File: src/rtl/pipe_ctrl.sv
// Five-stage pipeline sequencer: owns the PC and the F->D->E->M->W instruction/PC chain,
// applies hazard stalls as an E-stage bubble, and redirects fetch with one delay slot.
module pipe_ctrl #(
  parameter logic [31:0] RESET_PC = 32'h0000_3000,
  parameter int unsigned CNT_W    = 32
) (
  input  logic             clk,
  input  logic             reset,
  input  logic             stall,
  input  logic [31:0]      instr_f,
  input  logic             br_taken,
  input  logic [31:0]      br_target,
  input  logic             jump,
  input  logic [31:0]      jump_target,
  output logic [31:0]      pc_f,
  output logic [31:0]      ir_d,
  output logic [31:0]      pc_d,
  output logic [31:0]      ir_e,
  output logic [31:0]      pc_e,
  output logic [31:0]      ir_m,
  output logic [31:0]      pc_m,
  output logic [31:0]      ir_w,
  output logic [31:0]      pc_w,
  output logic [CNT_W-1:0] stall_cnt,
  output logic [CNT_W-1:0] retired_cnt
);

  localparam int unsigned XLEN = 32;

  logic [XLEN-1:0] npc;

  // Next fetch address; only consumed on non-stall edges, so stale D decisions are ignored.
  always_comb begin
    npc = XLEN'(pc_f + XLEN'(4));
    if (jump) begin
      npc = jump_target;
    end else if (br_taken) begin
      npc = br_target;
    end
  end

  // F and D freeze under stall while E takes a bubble; M and W always advance.
  always_ff @(posedge clk or negedge reset) begin
    if (!reset) begin
      pc_f <= RESET_PC;
      ir_d <= '0;
      pc_d <= '0;
      ir_e <= '0;
      pc_e <= '0;
      ir_m <= '0;
      pc_m <= '0;
      ir_w <= '0;
      pc_w <= '0;
    end else begin
      if (stall) begin
        ir_e <= '0;
        pc_e <= '0;
      end else begin
        pc_f <= npc;
        ir_d <= instr_f;
        pc_d <= pc_f;
        ir_e <= ir_d;
        pc_e <= pc_d;
      end
      ir_m <= ir_e;
      pc_m <= pc_e;
      ir_w <= ir_m;
      pc_w <= pc_m;
    end
  end

  // Debug counters: stall cycles, and non-nop instructions leaving W.
  always_ff @(posedge clk or negedge reset) begin
    if (!reset) begin
      stall_cnt   <= '0;
      retired_cnt <= '0;
    end else begin
      if (stall) begin
        stall_cnt <= stall_cnt + CNT_W'(1);
      end
      if (ir_w != '0) begin
        retired_cnt <= retired_cnt + CNT_W'(1);
      end
    end
  end

endmodule

File: config.mk
export PLATFORM = sky130hd
export DESIGN_NAME = pipe_ctrl
export DESIGN_NICKNAME = d
export VERILOG_FILES = /design/src/rtl/pipe_ctrl.sv
export SDC_FILE = /design/constraint.sdc
export NUM_CORES = 1
export LEC_CHECK = 0
export BUFFER_PORTS_ARGS = -buffer_cell sky130_fd_sc_hd__buf_2
export CAP_MARGIN = 20
export CORE_ASPECT_RATIO = 0.7
export CORE_MARGIN = 8
export CORE_UTILIZATION = 45
export DETAILED_ROUTE_END_ITERATION = 7
export PLACE_DENSITY = 0.75
export SYNTH_ARGS = -nofsm -noshare
export SYNTH_HDL_FRONTEND = slang
export SYNTH_SLANG_ARGS = --single-unit
File: constraint.sdc
create_clock -name clk -period 1.85 [get_ports clk]
set_clock_uncertainty 0.15 [all_clocks]
set_input_delay 0.185 -clock clk [delete_from_list [all_inputs] [get_ports clk]]
set_output_delay 0.185 -clock clk [all_outputs]
set_load 0.005 [all_outputs]
==> summary.txt, run 1 <==
Run status
  • Status: finished with violations
  • Failing checks: hold timing, setup timing

Placement
  • Detailed placer's ending HPWL: 30,700 um
  • Port Buf Inserts: 452
  • GPL Wtd Cong: 0.862
  • Pre-CTS WS: -0.197 ns

Power
  • Pwr/cell area: 1020 nW/um^2
  • P_int: 14.2 mW
  • Sw Share: 0.263
  • Clock share of power: 0.362
  • Total Power: 19.3 mW
  • Leakage: 9.70 nW
  • Power share of the combinational group: 0.165
  • Seq pwr share: 0.472
  • Net Sw Power: 5.06 mW
  • VDD IR max: 0.693 mV

GRT
  • Vias in the first global route: 11,100
  • Largest net degree at the start of global routing: 83
  • GRT Residual Overflow: 0
  • Initial antenna violation count: 4
  • Global Route Usage Sum: 0.249
  • First-pass GRT wire length: 66,400 um

Detailed routing
  • DRT iter0 DRCs: 867
  • WL/cell: 22.6 um
  • Routed Wire Length: 45,100 um
  • Drt drc: 0
  • Antenna-violating nets left: 0
  • Via density per instance: 5.28
  • Via Count: 10,500
  • Initial DRT Pass Iterations: 5

Worst setup path
  • CP required: 2.12 ns
  • Crit Path Class: register to register
  • Critical path arrival: 2.24 ns
  • Slowest cell on crit path: dfrtp_1
  • Critical Path Fanout Max: 7
  • CP peak stage delay: 0.41 ns
  • Startpoint Class: register
  • Crit. End Element: register
  • Critical path, cell by cell: nor4_2 > nand4_1 > buf_4 > o211a_4 > nand3_1 > xnor2_1

Final layout
  • Final core utilization: 0.682
  • Reg area: 8810 sq um
  • Nets: 1,697
  • Area of the multi-input gates: 4130 sq um
  • Layout cells sized above 1: 0.474
  • # fillers: 1,847
  • Area Overhead vs Synth: 49.1%

Timing
  • Setup ws final: -0.117 ns
  • Hold Vio Cnt, Final: 1
  • RSZ-0062 raised after global routing: true
  • Count of final setup violators: 43
  • Fin crit period: 1.97 ns
  • Setup TNS: -2.87 ns
  • Fmax achieved: 508 MHz
  • Max_slew headroom: 0.721
  • Final Cycle Share: 1.06
  • Slew Limit Fails: 0
  • WHS: -0.00103 ns
  • Slew @ Worst Pin: 0.417 ns

Clock network
  • Clock Sinks: 352
  • Clock latency at the later pin of the worst-skew pair: 0.51 ns
  • CTS clk-pin slew, worst paths: 0.07 ns
  • Total CTS buffers: 34
  • H-tree depth: 2
  • CTS root buffer: clkbuf_16
  • Max Root-Sink Buffers: 3
  • CTS tree: yes

Logic synthesis
  • Leading area contributor after synthesis: dfrtp_1
  • Synthesized Nets: 1,031
  • Largest cells by area after synthesis: dfrtp_1 69%, mux2_2 5.3%, xnor2_1 3.6%, nor2b_1 3.2%, o21ai_0 2.1%
  • Fraction of the yosys area taken by sequential cells: 0.692
  • Ys async rst share: 1.00
  • #FFs+latches synth: 352
  • Avg Inst Size Synth: 13.7 sq um
  • Post-synth top area share: 0.688
  • Post-Syn Area: 12,700 sq um
  • Synth warn: 0
  • Primary FF master, synth: dfrtp_1
  • Synth Instances: 927
  • EDFF count, synth: 0
  • Synth cell types: 54

Floorplanning
  • Top-Level Pins: 453
  • Row count: 51
  • Die Height: 157 um
  • Initial Util: 0.457
  • Chip Width: 217 um
  • Core area: 27,800 sq um
  • DIE AREA: 34,000 sq um

Run
  • Max-cap viol count: 0

Min path
  • HP Class: primary input to register
-- per-stage QoR --
stage	std cells	area, sq um
after CTS	1966	18500
after global routing	1990	19000
after global placement	1812	16300
final	1990	19000
after detailed placement	1812	16300
after floorplan	927	12800
-- state kept, by name, indices dropped and copies added (netlist names) --
signal       cells
ir_d            32
ir_e            32
ir_m            32
ir_w            32
pc_d            32
pc_e            32
pc_f            32
pc_m            32
pc_w            32
retired_cnt     32
stall_cnt       32
-- cell usage in the layout (no fill, tap or decap), drive strengths merged, types with 3 or more instances in the layout --
cell type,instances
a21oi,16
a221oi,4
a222oi,4
a22o,3
a22oi,17
a31oi,10
and2,6
and3,16
and4,11
buf,577
clkbuf,54
clkinv,3
dfrtp,350
diode,4
dlygate4sd3,95
ha,3
inv,8
mux2,60
nand2,51
nand3,34
nand4,27
nor2,24
nor2b,65
nor3,6
nor4,13
o21ai,53
o22ai,4
o31a,8
o41a,3
xnor2,53
xor2,10
-- final timing paths --
check | startpoint | endpoint | slack [ns] | cells after the start
worst max-delay path | ir_w[10] | retired_cnt[30] | -0.12 | 6
worst min-delay path | br_target[5] | pc_f[5] | -0.001 | 5
worst max register to register | ir_w[10] | retired_cnt[30] | -0.12 | 6
worst min register to register | pc_e[12] | pc_m[12] | 0.21 | 0
max in group asynchronous | reset | ir_w[10] | 0.70 | 3
min in group asynchronous | reset | retired_cnt[24] | 0.04 | 2
-- final cells by class --
type                            instances  share of cell area
Antenna cell                            4            0.000527
Timing Repair Buffer                  674               0.233
Clock inverter                          6             0.00323
Multi-Input combinational cell        524               0.217
Tap cell                              371              0.0245
Sequential cell                       352               0.464
Inverter                                7             0.00138
Clock buffer                           52              0.0560
-- critical path: cells and delay by family, from the launching register on --
| family | cells | cell delay (ns) |
|---|---|---|
| flops | 1 | 0.41 |
| compound gates | 1 | 0.29 |
| buf+inv | 1 | 0.23 |
| xor+xnor | 1 | 0.13 |
| simple gates | 3 | 0.67 |
-- layer usage --
layer	GRT usage	vias up	wire length, um	share of wire
li1	-	4598	-	-
met1	0.292	5260	17000	0.38
met2	0.430	536	22400	0.50
met3	0.0752	117	3980	0.088
met4	0.0938	2	1730	0.038
met5	0	-	10	0.00022
-- power groups by stage --
stage               sequential (mW)  clock (mW)  combinational (mW)
finish                         9.10        6.97                3.19
global route                   9.18        7.38                3.43
CTS                            9.05        7.07                3.04
detailed placement             9.17           0                2.83
global placement               9.12           0                2.78
floorplan                      9.25           0               0.788
-- cell usage after synthesis (4+ instances only) --
cell type	number
dfrtp_1	350
nor2b_1	65
mux2_2	60
o21ai_0	53
xnor2_1	53
nand2_1	51
nand3_1	34
nand4_1	26
clkbuf_1	25
nor2_1	21
a22oi_1	17
a21oi_1	16
and3_1	16
and4_1	11
a31oi_1	10
buf_1	10
buf_2	10
nor4_1	9
o31a_1	8
xor2_1	8
inv_1	7
and2_1	6
a221oi_1	4
a222oi_1	4
nor3_1	4
o22ai_1	4
-- repair_timing --
action,4_1_cts,5_1_grt
endpoints found under the setup margin,59,64
hold buffers,94,1
resized for setup,21,67
gates cloned,0,3
setup buffers,2,16
hold endpoints to repair,414,1
pin swaps,7,39
-- logic make-up after synthesis --
group / count (synthesis) / synth area share
adder cells (fa/ha/maj): 3 / 0.00295
XOR/XNOR: 63 / 0.0445
AO/OA/AOI/OAI: 134 / 0.0685
multiplexers: 62 / 0.0547
flip-flops: 352 / 0.692
buffers and inverters: 52 / 0.0163
AND/OR/NAND/NOR: 261 / 0.121
(Power assumes the default switching activity.)
==> inputs of run 2 (changes only) <==
Settings changed: PLACE_DENSITY 0.75 to not set, PLACE_DENSITY_LB_ADDON set to 0.15.
==> run 2 against run 1 <==
Net effect: the flow finishes with violations (setup timing); non-clock buffer count decreased by 9; utilization decreased by 0.42 points; global-route usage shrank 1.1 points; die area stayed put; maximum frequency up 2.0%; critical path depth increased by 1; power increased by 2.7%; hold slack improved by 0.025 ns; critical path type unchanged; final cell count decreased by 0.40%; via count fell by 3.9%; critical endpoint is now pc_f[28]; final area shrank 0.62%; routed wire length fell by 7.5%.
==> summary.txt, run 2 (synthesis gave the netlist of run 1 again) <==
Run status
  • Status: finished with violations
  • Failing checks: setup timing

Floorplanning
  • Row count: 51 (unchanged)
  • DIE AREA: 34,000 sq um (unchanged)
  • Core area: 27,800 sq um (unchanged)
  • Chip Width: 217 um (unchanged)
  • Top-Level Pins: 453 (unchanged)
  • Die Height: 157 um (unchanged)
  • Initial Util: 0.457 (unchanged)

Clock network
  • Clock Sinks: 352 (unchanged)
  • H-tree depth: 2 (unchanged)
  • CTS clk-pin slew, worst paths: 0.06 ns (about the same)
  • CTS tree: yes
  • Clock latency at the later pin of the worst-skew pair: 0.52 ns (about the same)
  • Total CTS buffers: 35 (+2.9%)
  • Max Root-Sink Buffers: 3 (unchanged)
  • CTS root buffer: clkbuf_16

Timing
  • Setup ws final: -0.0789 ns (+0.0379 ns)
  • Fmax achieved: 518 MHz (+2.0%)
  • RSZ-0062 raised after global routing: true
  • Slew @ Worst Pin: 0.532 ns (+0.115 ns)
  • Hold Vio Cnt, Final: 0 (-1)
  • Final Cycle Share: 1.04 (-0.0205)
  • Slew Limit Fails: 0 (unchanged)
  • Fin crit period: 1.93 ns (-0.0379 ns)
  • Max_slew headroom: 0.644 (-0.0765)
  • Count of final setup violators: 30 (-30%)

Final layout
  • Most frequent cells in the layout: 451 x buf_2, 347 x dfrtp_1, 97 x dlygate4sd3_1
  • Layout cells sized above 1: 0.468 (-0.00660)
  • Final core utilization: 0.678 (-0.00423)
  • Most common cell after layout, fill and taps aside: buf_2
  • Nets: 1,688 (-0.53%)
  • Area Overhead vs Synth: 48.2%

Power
  • Clock share of power: 0.384 (+0.022)
  • Total Power: 19.8 mW (+2.7%)
  • Pwr/cell area: 1050 nW/um^2 (+3.3%)
  • Net Sw Power: 5.10 mW (+0.88%)
  • Sw Share: 0.258 (-0.00466)
  • Leakage: 9.56 nW (-1.4%)
  • VDD IR max: 0.746 mV (+7.8%)
  • Seq pwr share: 0.458 (-0.014)
  • P_int: 14.7 mW (+3.3%)
  • Power share of the combinational group: 0.158 (-0.007)

Detailed routing
  • Initial DRT Pass Iterations: 5 (unchanged)
  • Via Count: 10,100 (-3.9%)
  • WL/cell: 21.0 um (-7.1%)
  • Antenna-violating nets left: 0 (unchanged)
  • Drt drc: 0 (unchanged)
  • Routed Wire Length: 41,700 um (-7.5%)
  • Via density per instance: 5.10 (-3.5%)
  • DRT iter0 DRCs: 847 (-2.3%)

Placement
  • GPL Wtd Cong: 0.822 (-4.6%)
  • Detailed placer's ending HPWL: 30,400 um (-1.2%)
  • Port Buf Inserts: 452 (unchanged)

Worst setup path
  • Crit-path most repeated cell: nand4_1
  • Slowest cell on crit path: dfrtp_1
  • CP peak stage delay: 0.41 ns (about the same)
  • CP required: 2.11 ns (about the same)
  • Critical Path Fanout Max: 12 (+5)
  • Crit. End Element: register
  • Delay-heaviest family, CP: simple AND/OR/NAND/NOR gates
  • Critical path, cell by cell: ha_2 > nand4_1 > nor3_2 > buf_6 > nand4_1 > a21o_1 > a22o_1
  • Startpoint Class: register
  • Crit Path Class: register to register
  • Critical path arrival: 2.19 ns (-0.05 ns)
  • WP buf/inv: 1 (unchanged)

GRT
  • First-pass GRT wire length: 63,600 um (-4.1%)
  • Initial antenna violation count: 1 (-3)
  • Global Route Usage Sum: 0.239 (-0.0105)
  • Largest net degree at the start of global routing: 76 (-8.4%)
  • Vias in the first global route: 10,600 (-4.8%)
  • GRT Residual Overflow: 0 (unchanged)

Run
  • Max-cap viol count: 0 (unchanged)

Min path
  • HP Class: primary input to register
[run 2: cell type report]
type                    instances  area (sq um)
inverters                       7          26.3
fillers                      2118          8960
clock buffers                  45           973
multi-input cells             523          4020
well taps                     371           464
flip-flops and latches        352          8810
repair buffers                665          4300
clock inverters                18           262
diodes                          1          2.50
[run 2: through the flow]
step / hold WS (ns) / cell area (sq um) / TNS, ns / setup WS (ns) / instances
after global routing: 0.0459 / 18900 / -4.80 / -0.168 / 1982
after detailed placement: -0.0130 / 16300 / -11.34 / -0.400 / 1817
final: 0.0240 / 18900 / -1.02 / -0.0789 / 1982
after floorplan: -0.261 / 12800 / -0.698 / -0.0967 / 927
after global placement: -0.0119 / 16300 / -9.68 / -0.355 / 1817
after CTS: 0.00425 / 18700 / -1.08 / -0.0715 / 1980
[run 2: power groups by stage]
stage               Combinational, mW  Sequential (mW)  Clock (mW)
floorplan                       0.788             9.25           0
global placement                 2.84             9.13           0
detailed placement               2.87             9.16           0
CTS                              3.09             9.04        7.76
global route                     3.41             9.16        8.08
finish                           3.13             9.06        7.59
[run 2: worst min-delay path, stage by stage]
cell	delay, ns
buf_2	0.08
a22oi_1	0.11
o31a_1	0.13
o22ai_1	0.14
[run 2: path summary, 6_finish.rpt]
kind	start	to	slack, ns	cells after the start
hold reg to reg	pc_e[0]	pc_m[0]	0.22	0
setup / recovery	pc_f[2]	pc_f[28]	-0.08	7
setup reg to reg	pc_f[2]	pc_f[28]	-0.08	7
max in group asynchronous	reset	ir_e[4]	0.78	3
min in group asynchronous	reset	ir_w[10]	0.04	2
hold / removal	jump_target[17]	pc_f[17]	0.02	4
[run 2: timing repair]
item,4_1_cts,5_1_grt
setup endpoints to repair,54,64
buffers inserted,3,0
gates resized for setup,38,44
hold buffers,97,0
pin swaps,19,25
hold endpoints to repair,405,0
cloned,1,1
[run 2: metal layers]
layer,vias to the layer above,share of wire,global-route usage
met5,-,0,0
met4,0,0.026,0.0729
met3,69,0.070,0.0636
met2,377,0.49,0.386
met1,5071,0.42,0.313
li1,4587,-,-
==> inputs of run 3 (changes only) <==
==> constraint.sdc (replaced) <==
create_clock -name clk -period 1.85 [get_ports clk]
set_clock_uncertainty 0.15 [all_clocks]
set_input_delay 0.0925 -clock clk [delete_from_list [all_inputs] [get_ports clk]]
set_output_delay 0.0925 -clock clk [all_outputs]
set_load 0.005 [all_outputs]
==> run 3 against run 2 <==
Net effect: the flow still finishes with violations (setup timing); clock-buffer cell count grew 4; sequential share of layout area shrank 0.58 points; critical endpoint is now pc_f[20]; critical path depth grew 1; combinational power is essentially flat; register-to-register slack lost 0.07 ns; highest routed layer unchanged; global-route usage shrank 0.39 points.
==> summary.txt, run 3 (synthesis gave the netlist of run 1 again) <==
Detailed routing
  • Antenna-violating nets left: 0 (unchanged)
  • Via density per instance: 5.08 (-0.39%)
  • Initial DRT Pass Iterations: 5 (unchanged)
  • Drt drc: 0 (unchanged)
  • Routed Wire Length: 41,600 um (-0.16%)
  • WL/cell: 20.9 um (-0.81%)
  • DRT iter0 DRCs: 734 (-13%)
  • Via Count: 10,100 (+0.27%)

Floorplanning
  • Top-Level Pins: 453 (unchanged)
  • Row count: 51 (unchanged)
  • Die Height: 157 um (unchanged)
  • Chip Width: 217 um (unchanged)
  • DIE AREA: 34,000 sq um (unchanged)
  • Core area: 27,800 sq um (unchanged)
  • Initial Util: 0.457 (unchanged)

Final layout
  • Final core utilization: 0.686 (+0.00837)
  • # fillers: 2,038 (-3.8%)
  • Design area: 19,100 sq um (+1.2%)
  • Most frequent cells in the layout: 450 x buf_2, 349 x dfrtp_1, 104 x buf_4
  • Most common cell after layout, fill and taps aside: buf_2
  • Layout cells sized above 1: 0.480 (+0.0120)
  • Post-route insts no fill: 1,995 (+0.66%)
  • Nets: 1,702 (+0.83%)
  • Area Overhead vs Synth: 50.0%

Timing
  • Slew @ Worst Pin: 0.535 ns (+0.00257 ns)
  • Final Cycle Share: 1.08 (+0.0397)
  • Slew Limit Fails: 0 (unchanged)
  • Fmax achieved: 499 MHz (-3.7%)
  • Setup TNS: -2.59 ns (-1.57 ns)
  • WHS: 0.0641 ns (+0.0401 ns)
  • Fin crit period: 2.00 ns (+0.0735 ns)
  • Count of final setup violators: 46 (+53%)
  • Hold Vio Cnt, Final: 0 (unchanged)
  • RSZ-0062 raised after global routing: true
  • Max_slew headroom: 0.643 (-0.00172)
  • Setup ws final: -0.152 ns (-0.0735 ns)

Run status
  • Status: finished with violations
  • Failing checks: setup timing

Worst setup path
  • Critical path arrival: 2.24 ns (+0.05 ns)
  • Critical Path Fanout Max: 6 (-6)
  • Crit Path Class: register to register
  • CP required: 2.08 ns (-0.03 ns)
  • Startpoint Class: register
  • Crit. End Element: register

Power
  • Leakage: 9.77 nW (+2.2%)
  • Pwr/cell area: 1010 nW/um^2 (-3.3%)
  • VDD IR max: 0.758 mV (+1.5%)

GRT
  • Largest net degree at the start of global routing: 115 (+51%)
  • First-pass GRT wire length: 62,800 um (-1.2%)
  • Initial antenna violation count: 2 (+1)
  • GRT Residual Overflow: 0 (unchanged)
  • Global Route Usage Sum: 0.235 (-0.00390)
  • Vias in the first global route: 10,500 (-0.27%)

Clock network
  • Total CTS buffers: 35 (unchanged)
  • CTS root buffer: clkbuf_16
  • CTS tree: yes
  • Clock latency at the later pin of the worst-skew pair: 0.52 ns (about the same)
  • CTS clk-pin slew, worst paths: 0.07 ns (about the same)
  • H-tree depth: 2 (unchanged)
  • Max Root-Sink Buffers: 3 (unchanged)
  • Clock Sinks: 352 (unchanged)

Placement
  • Cell Area, Placed: 16,400 sq um (+0.35%)
  • Port Buf Inserts: 452 (unchanged)
  • Detailed placer's ending HPWL: 30,000 um (-1.0%)
  • GPL Wtd Cong: 0.806 (-2.0%)
  • Inst Count DP: 1,823 (+0.33%)

Run
  • Max-cap viol count: 0 (unchanged)

Min path
  • HP Class: primary input to register
==> run 3: changes by cell type in the layout (fill, tap and decap cells not counted), sizes merged <==
cell,delta
dlygate4sd3,+4
bufinv,-4
diode,+1
clkinv,-1
inv,-1
clkbuf,+5
buf,+9
==> run 3: power breakdown <==
part / internal (mW) / switching (mW)
sequential: 8.49 / 0.554
combinational: 1.61 / 1.54
clock: 4.19 / 2.97
==> run 3: timing repair <==
| item | CTS | global route |
|---|---|---|
| buffers inserted | 2 | 4 |
| endpoints found under the hold margin | 452 | 0 |
| setup endpoints to repair | 55 | 66 |
| pin swaps | 13 | 39 |
| cloned | 1 | 2 |
| gates resized for setup | 29 | 72 |
| hold buffers | 101 | 0 |
==> run 3: per-stage QoR <==
step                      worst slack (ns)  power [mW]
after floorplan                    -0.0967        10.0
after global placement              -0.354        12.0
after global routing                -0.224        20.2
after detailed placement            -0.351        12.0
final                               -0.152        19.4
after CTS                          -0.0712        19.4
==> run 3: path summary, 6_finish.rpt <==
check	from	to	slack, ns	cells past startpoint
worst min register to register	pc_e[10]	pc_m[10]	0.21	0
min in group asynchronous	reset	ir_d[11]	0.47	3
worst max-delay path	pc_f[2]	pc_f[20]	-0.15	8
worst max register to register	pc_f[2]	pc_f[20]	-0.15	8
max in group asynchronous	reset	ir_m[9]	0.29	4
worst min-delay path	br_taken	pc_f[5]	0.06	5
==> run 3: worst max-delay path, cell delays in order (launching register included) <==
cell	delay, ns
dfrtp_1	0.42
ha_2	0.20
nand4_1	0.18
nor3_4	0.06
buf_4	0.16
buf_6	0.13
and3_1	0.16
a222oi_1	0.31
o21ai_1	0.10
==> run 3: routing by layer <==
layer  up-vias  global-route usage  wire [um]
met5         -                   0          0
met4         0              0.0745       1080
met3        74              0.0635       3030
met2       381               0.383      20400
met1      5055               0.304      17100
li1       4621                   -          -
==> run 3: cell type report <==
type	instances	area (sq um)	share of cell area
repair buffers	679	4440	0.232
clock inverters	12	139	0.00727
clock buffers	49	1030	0.0539
well taps	371	464	0.0243
multi-input cells	523	4180	0.219
diodes	2	5.00	0.000262
flip-flops and latches	352	8810	0.462
inverters	7	26.3	0.00138
